[config.mk]
export PLATFORM = sky130hd
export DESIGN_NAME = modulo_fornecedor_rolhas_flat
export DESIGN_NICKNAME = d
export VERILOG_FILES = /design/src/rtl/modulo_fornecedor_rolhas_if.sv /design/src/rtl/modulo_fornecedor_rolhas.sv /design/src/flat_wrapper.sv
export SDC_FILE = /design/constraint.sdc
export NUM_CORES = 1
export LEC_CHECK = 0
export CORE_MARGIN = 2
export CORE_UTILIZATION = 54
export CTS_BUF_LIST = sky130_fd_sc_hd__clkbuf_8
export DETAILED_ROUTE_END_ITERATION = 16
export PLACE_DENSITY_LB_ADDON = 0.3
export REMOVE_ABC_BUFFERS = 1
export SETUP_SLACK_MARGIN = 0.4
export SKIP_CTS_REPAIR_TIMING = 1
export SYNTH_ARGS = -nofsm -noshare
export SYNTH_HDL_FRONTEND = slang
export SYNTH_SLANG_ARGS = --single-unit
[constraint.sdc]
create_clock -name clk -period 3.4 [get_ports clk]
set_input_delay 0.68 -clock clk [delete_from_list [all_inputs] [get_ports clk]]
set_output_delay 0.68 -clock clk [all_outputs]
set_load 0.005 [all_outputs]
[src/rtl/modulo_fornecedor_rolhas_if.sv]
`timescale 1ns/1ps
`default_nettype none
// ============================================================================
// Module      : modulo_fornecedor_rolhas_if
// Description : Cork-buffer link between the capping line (master) and the
//               cork supply station (slave): refill request/ack handshake,
//               tray level, operator stock load and station status.
// Revision    : 1.0 - initial release
// ============================================================================
interface modulo_fornecedor_rolhas_if;
  logic       req;
  logic [6:0] nivel_bandeja;
  logic       carga_estoque;
  logic [6:0] estoque_in;
  logic       pulso_rolha;
  logic       ack;
  logic [6:0] entregue;
  logic [6:0] estoque;
  logic       alarme_estoque;
  logic [2:0] estado;

  // Line / operator side: raises requests, reports tray level, loads stock.
  modport master (
    output req, nivel_bandeja, carga_estoque, estoque_in,
    input  pulso_rolha, ack, entregue, estoque, alarme_estoque, estado
  );

  // Supply station side.
  modport slave (
    input  req, nivel_bandeja, carga_estoque, estoque_in,
    output pulso_rolha, ack, entregue, estoque, alarme_estoque, estado
  );
endinterface
`default_nettype wire

[src/rtl/modulo_fornecedor_rolhas.sv]
`timescale 1ns/1ps
`default_nettype none
// ============================================================================
// Module      : modulo_fornecedor_rolhas
// Description : Cork supply station. Serves tray refill requests, dispensing
//               one pulse per cork every INTERVALO cycles out of its own
//               stock, and answers with a 4-phase req/ack handshake.
//               Optional macro FORNECEDOR_PARCIAL_EN: when defined, a request
//               larger than the remaining (non-zero) stock is served partially
//               and flags alarme_estoque; otherwise it goes straight to FALTA.
// Revision    : 1.0 - initial release
// ============================================================================
module modulo_fornecedor_rolhas #(
  parameter int LOTE        = 20,
  parameter int MAX_BANDEJA = 99,
  parameter int INTERVALO   = 4
) (
  input  wire logic                 clk,
  input  wire logic                 Nclr,
  modulo_fornecedor_rolhas_if.slave bus
);

  localparam int         CW          = $clog2(INTERVALO);
  localparam logic [CW-1:0] CNT_ULT  = CW'(INTERVALO - 1);
  localparam logic [6:0] LOTE_C      = 7'(LOTE);
  localparam logic [6:0] MAX_C       = 7'(MAX_BANDEJA);
  localparam logic [6:0] ESTOQUE_MAX = 7'd99;

  typedef enum logic [2:0] {
    OCIOSO   = 3'b000,
    CALC     = 3'b001,
    DISPENSA = 3'b010,
    ENTREGUE = 3'b011,
    FALTA    = 3'b100
  } estado_t;

  estado_t       estado_q,   estado_d;
  logic [6:0]    estoque_q,  estoque_d;
  logic [6:0]    entregue_q, entregue_d;
  logic [6:0]    alvo_q,     alvo_d;
  logic [CW-1:0] cnt_q,      cnt_d;
  logic          pulso_q,    pulso_d;
  logic          ack_q,      ack_d;
  logic          alarme_q,   alarme_d;
`ifdef FORNECEDOR_PARCIAL_EN
  logic          parcial_q,  parcial_d;
`endif

  logic [6:0] espaco;
  logic [6:0] alvo_calc;
  logic [6:0] carga_val;
  logic [6:0] alvo_sel;
  logic       dispensa_ok;

  // Free tray space, cork target for this request and clamped stock value.
  always_comb begin
    espaco    = (bus.nivel_bandeja >= MAX_C) ? 7'd0 : (MAX_C - bus.nivel_bandeja);
    alvo_calc = (espaco < LOTE_C) ? espaco : LOTE_C;
    carga_val = (bus.estoque_in > ESTOQUE_MAX) ? ESTOQUE_MAX : bus.estoque_in;
  end

  // Next-state and next-output logic of the supply FSM.
  always_comb begin
    estado_d    = estado_q;
    estoque_d   = estoque_q;
    entregue_d  = entregue_q;
    alvo_d      = alvo_q;
    cnt_d       = cnt_q;
    pulso_d     = 1'b0;
    ack_d       = ack_q;
    alarme_d    = alarme_q;
    alvo_sel    = alvo_calc;
    dispensa_ok = 1'b0;
`ifdef FORNECEDOR_PARCIAL_EN
    parcial_d   = parcial_q;
`endif

    case (estado_q)
      OCIOSO: begin
        ack_d = 1'b0;
        // A stock load takes the cycle; a pending req is seen on the next one.
        if (bus.carga_estoque) begin
          estoque_d = carga_val;
          alarme_d  = 1'b0;
        end else if (bus.req) begin
          estado_d   = CALC;
          entregue_d = 7'd0;
        end
      end

      CALC: begin
        if (alvo_calc == 7'd0) begin
          // Tray already full: acknowledge with nothing delivered.
          estado_d = ENTREGUE;
          ack_d    = 1'b1;
        end else begin
          if (estoque_q >= alvo_calc) begin
            dispensa_ok = 1'b1;
          end
`ifdef FORNECEDOR_PARCIAL_EN
          else if (estoque_q != 7'd0) begin
            dispensa_ok = 1'b1;
            alvo_sel    = estoque_q;
            parcial_d   = 1'b1;
          end
`endif
          if (dispensa_ok) begin
            // First cork goes out on the entry cycle of DISPENSA.
            estado_d   = DISPENSA;
            alvo_d     = alvo_sel;
            cnt_d      = '0;
            pulso_d    = 1'b1;
            estoque_d  = estoque_q - 7'd1;
            entregue_d = entregue_q + 7'd1;
          end else begin
            estado_d = FALTA;
            alarme_d = 1'b1;
          end
        end
      end

      DISPENSA: begin
        if (!bus.req) begin
          // Line withdrew the request: abort, keep partial counts, no ack.
          estado_d = OCIOSO;
`ifdef FORNECEDOR_PARCIAL_EN
          parcial_d = 1'b0;
`endif
        end else if (entregue_q == alvo_q) begin
          estado_d = ENTREGUE;
          ack_d    = 1'b1;
`ifdef FORNECEDOR_PARCIAL_EN
          if (parcial_q) begin
            alarme_d = 1'b1;
          end
          parcial_d = 1'b0;
`endif
        end else if (cnt_q == CNT_ULT) begin
          cnt_d      = '0;
          pulso_d    = 1'b1;
          estoque_d  = (estoque_q != 7'd0) ? (estoque_q - 7'd1) : 7'd0;
          entregue_d = entregue_q + 7'd1;
        end else begin
          cnt_d = cnt_q + CW'(1);
        end
      end

      ENTREGUE: begin
        ack_d = 1'b1;
        if (!bus.req) begin
          estado_d = OCIOSO;
          ack_d    = 1'b0;
        end
      end

      FALTA: begin
        ack_d    = 1'b0;
        alarme_d = 1'b1;
        // Only an operator reload leaves the shortage state.
        if (bus.carga_estoque) begin
          estoque_d = carga_val;
          alarme_d  = 1'b0;
          estado_d  = OCIOSO;
        end
      end

      default: begin
        estado_d = OCIOSO;
        ack_d    = 1'b0;
      end
    endcase
  end

  // State and output registers with synchronous active-low clear.
  always_ff @(posedge clk) begin
    if (!Nclr) begin
      estado_q   <= OCIOSO;
      estoque_q  <= 7'd0;
      entregue_q <= 7'd0;
      alvo_q     <= 7'd0;
      cnt_q      <= '0;
      pulso_q    <= 1'b0;
      ack_q      <= 1'b0;
      alarme_q   <= 1'b0;
`ifdef FORNECEDOR_PARCIAL_EN
      parcial_q  <= 1'b0;
`endif
    end else begin
      estado_q   <= estado_d;
      estoque_q  <= estoque_d;
      entregue_q <= entregue_d;
      alvo_q     <= alvo_d;
      cnt_q      <= cnt_d;
      pulso_q    <= pulso_d;
      ack_q      <= ack_d;
      alarme_q   <= alarme_d;
`ifdef FORNECEDOR_PARCIAL_EN
      parcial_q  <= parcial_d;
`endif
    end
  end

  assign bus.pulso_rolha    = pulso_q;
  assign bus.ack            = ack_q;
  assign bus.entregue       = entregue_q;
  assign bus.estoque        = estoque_q;
  assign bus.alarme_estoque = alarme_q;
  assign bus.estado         = estado_q;

endmodule
`default_nettype wire
[src/flat_wrapper.sv]
// flat-port wrapper written by rule: the top's interface ports become plain ports
module modulo_fornecedor_rolhas_flat 
#(
  parameter int LOTE        = 20,
  parameter int MAX_BANDEJA = 99,
  parameter int INTERVALO   = 4
)
  (clk, Nclr, bus_req, bus_nivel_bandeja, bus_carga_estoque, bus_estoque_in, bus_pulso_rolha, bus_ack, bus_entregue, bus_estoque, bus_alarme_estoque, bus_estado);
  modulo_fornecedor_rolhas_if bus_i ();
  input  wire logic clk;
  input  wire logic Nclr;
  input wire logic [$bits(bus_i.req)-1:0] bus_req;
  input wire logic [$bits(bus_i.nivel_bandeja)-1:0] bus_nivel_bandeja;
  input wire logic [$bits(bus_i.carga_estoque)-1:0] bus_carga_estoque;
  input wire logic [$bits(bus_i.estoque_in)-1:0] bus_estoque_in;
  output wire logic [$bits(bus_i.pulso_rolha)-1:0] bus_pulso_rolha;
  output wire logic [$bits(bus_i.ack)-1:0] bus_ack;
  output wire logic [$bits(bus_i.entregue)-1:0] bus_entregue;
  output wire logic [$bits(bus_i.estoque)-1:0] bus_estoque;
  output wire logic [$bits(bus_i.alarme_estoque)-1:0] bus_alarme_estoque;
  output wire logic [$bits(bus_i.estado)-1:0] bus_estado;
  assign bus_i.req = bus_req;
  assign bus_i.nivel_bandeja = bus_nivel_bandeja;
  assign bus_i.carga_estoque = bus_carga_estoque;
  assign bus_i.estoque_in = bus_estoque_in;
  assign bus_pulso_rolha = bus_i.pulso_rolha;
  assign bus_ack = bus_i.ack;
  assign bus_entregue = bus_i.entregue;
  assign bus_estoque = bus_i.estoque;
  assign bus_alarme_estoque = bus_i.alarme_estoque;
  assign bus_estado = bus_i.estado;
  modulo_fornecedor_rolhas #(.LOTE(LOTE), .MAX_BANDEJA(MAX_BANDEJA), .INTERVALO(INTERVALO)) u_core (.clk(clk), .Nclr(Nclr), .bus(bus_i));
endmodule
==> impl_metrics.ini <==
[grt]
grt_use_total = 0.2745
grt_pass1_vias = 2010
overflow = 0
grt_max_degree = 25
antenna_found_initial = 0
grt_pass1_wl_um = 9190

[detailed_routing]
dr.pass1.iters = 8
wirelength_um = 6535
final_antenna_net_count = 0
viasPerCell = 6.125
post_drt_wl_per_cell_um = 17.38
drtIter0Drc = 255
route.vias.total = 2303
drc = 0

[timing]
fmax_mhz = 325.1
relSlewSlack = 0.2450
drv_slew = 0
fin_skew_ns = 0.007878
period_needed_ns = 3.076
setup_ws_ns = 0.3238
rsz0062_at_grt = true
tns_ns = 0
finalHoldViolations = 0
worst_pin_slew_ns = 1.126
fin_crit_sh = 0.9048
setup_viol_count_final = 0
hold_slack_ns = 0.4695

[power_and_ir_drop]
powerDensity_nw_per_um2 = 425.9
power_mw = 1.286
ir_drop_v = 0.0004755
leakagePower_nw = 1.214

[hold_path]
hp-start = u_core.cnt_q[1]$_SDFFE_PN0P_
whs_endpoint = u_core.cnt_q[1]$_SDFFE_PN0P_
min_path_type = reg2reg
worstHoldPathCells = 2

[placed_design]
pre_cts_ws_ns = -0.4132
io_buffer_count = 37
place_hpwl_um = 3873
gp_congestion = 0.9271

[layout]
final_util = 0.8247
drive_gt1_frac = 0.2439
n_antenna_cell = 0
num-nets-final = 357
syn2layout_area_growth_pct = 47.67

[worst_setup_path]
r2r_start = u_core.bus.estoque[0]$_SDFFE_PN0P_
path_cells = buf_8, buf_6, nor3_4, a211oi_4, buf_4, a211oi_4, nand2_2, ha_2, and4_1, a211o_1, o2111a_2, nand3_4, o31ai_4
end_kind = flip-flop
cp-start-kind = input port
worstSetupPathType = in2reg
crit_arrival_ns = 3.28
crit_path_start = bus_nivel_bandeja[2]
path_max_fanout = 8
reg2reg_to = u_core.bus.estoque[2]$_SDFFE_PN0P_
r2r_slack_ns = 0.85
crit_slowest_cell = ha_2
cp.required_ns = 3.60
cp_num_buf_inv = 3
crit_top_cell = a211oi_4
critPathMaxStageDelay_ns = 0.34
critical-path-top-delay-family = compound AO/OA/AOI/OAI gates
ff2ff_path_depth = 8

[floorplan]
core_sq_um = 3661
start_util = 0.5584
die_area_sq_um = 4294
rows = 22
io_pins = 38
die_h_um = 65.53
die_w_um = 65.53

[synth]
syn_avg_cell_area_sq_um = 7.803
async_flop_share = 0
ys_ff_latch = 29
netlist-cell-type-count = 59
ys.flop_type = dfxtp_1
synth_warnings = 0
ys_seq_area_frac = 0.2840
syn_area_sq_um = 2044
synth_edf_count = 0
netlist_instances = 262

[status]
status = finished, final reports clean

[job]
cap_violations = 0

[clocking]
cts_made_buffers = 5
cts_tree = yes
clock-sinks = 29
clk_latency_ns = 0.29
htree_num_levels = 2
clk_pin_slew_ns = 0.06
clockBufferDepth = 2
root_buffer = clkbuf_8
==> placed cells by master (no fill, tap or decap), drive strengths merged, types with 2 or more instances in the layout <==
master,Yosys,layout
nand3,9,9
nand2,29,29
and3,3,3
nor3b,2,2
clkbuf,4,7
ha,12,12
dfxtp,29,29
o32ai,2,2
a21oi,16,16
o41ai,2,2
a21boi,2,2
o31ai,4,4
o21a,4,4
a21o,4,4
clkdlybuf4s50,0,30
nor3,7,7
xnor2,8,8
nand2b,12,12
nor4,3,3
or2,4,4
inv,13,14
a31oi,2,2
a32o,2,2
mux2i,5,5
a211oi,6,6
buf,6,30
nor2,24,24
conb,1,2
o211ai,3,4
o21ai,15,15
nand4,3,3
or3,4,4
dlymetal6s2s,0,5
o22ai,2,2
nor2b,4,4
==> cell type report <==
cell class	instances	area, sq um
multi-input combinational	212	1598
fill	212	641.9
timing repair buffer	66	615.6
sequential	29	580.6
clock buffer	6	82.58
tap	48	60.06
inverter	13	48.80
clock inverter	2	33.78
==> flip-flops by register name (all words and copies together), names as in the netlist <==
register	flops
u_core.bus.entregue	7
u_core.alvo_q	7
u_core.bus.estado	3
u_core.cnt_q	2
u_core.bus.ack	1
u_core.bus.estoque	7
u_core.bus.alarme_estoque	1
u_core.bus.pulso_rolha	1
==> routing by layer <==
metal	GRT usage	up-vias	wire length (um)	share of wire
li1	-	1079	-	-
met1	0.3587	1082	2778	0.43
met2	0.4528	126	3183	0.49
met3	0.06678	16	468	0.072
met4	0.07031	0	106	0.016
met5	0	-	0	0
==> where the power goes <==
group	total [mW]	switching, mW	leakage (nW)	internal (mW)
registers	0.410	0.0452	0.235	0.365
clock network	0.377	0.142	0.0626	0.236
logic	0.498	0.267	0.916	0.232
total	1.29	0.453	1.21	0.833
==> logic make-up (layout without fill, tap and decap cells) <==
| logic type | Yosys count | after routing | synth area share |
|---|---|---|---|
| simple gates | 109 | 109 | 0.2730 |
| compound gates | 74 | 75 | 0.2577 |
| flops | 29 | 29 | 0.2840 |
| buf+inv | 23 | 87 | 0.04589 |
| fa+ha+maj | 12 | 12 | 0.07344 |
| xor+xnor | 8 | 8 | 0.03427 |
| mux | 6 | 6 | 0.02999 |
| other cells | 1 | 2 | 0.001834 |
==> worst min-delay path: cells and delay by family (launching register included) <==
family / cells / cell delay (ns)
AND/OR/NAND/NOR: 1 / 0.05
multiplexers: 1 / 0.05
flip-flops: 1 / 0.32
==> worst max path at each step <==
stage,cells after the start,slack [ns],end
2_1_floorplan,13,0.24,u_core.bus.entregue[2]$_SDFFE_PN0P_
3_3_place_gp,15,-0.30,u_core.bus.entregue[4]$_SDFFE_PN0P_
3_5_place_dp,15,-0.41,u_core.bus.estoque[0]$_SDFFE_PN0P_
4_1_cts,15,-0.13,u_core.bus.estoque[0]$_SDFFE_PN0P_
5_1_grt,14,0.22,u_core.bus.entregue[4]$_SDFFE_PN0P_
6_report,13,0.32,u_core.bus.entregue[4]$_SDFFE_PN0P_
==> through the flow <==
step | cell area (sq um) | std cells
after floorplan | 2003 | 253
after global placement | 2644 | 366
after detailed placement | 2644 | 366
after CTS | 2760 | 374
after global routing | 3019 | 376
final | 3019 | 376
==> cells in the mapped netlist (3+ instances only) <==
cell,instances,area [sq um]
a211oi_1,4,30.03
a21o_1,4,30.03
a21oi_1,15,75.07
and3_1,3,18.77
buf_2,6,30.03
clkbuf_1,4,15.01
dfxtp_1,29,580.6
ha_1,12,150.1
inv_1,12,45.04
mux2i_1,5,50.05
nand2_1,29,108.9
nand2b_1,12,75.07
nand3_1,8,40.04
nand4_1,3,18.77
nor2_1,24,90.09
nor2b_1,4,25.02
nor3_1,6,30.03
nor4_1,3,18.77
o21a_1,4,30.03
o21ai_0,12,60.06
o21ai_1,3,15.01
o31ai_1,4,30.03
or2_2,3,18.77
or3_1,3,18.77
xnor2_1,8,70.07
Power figures use the tool's default switching activity.
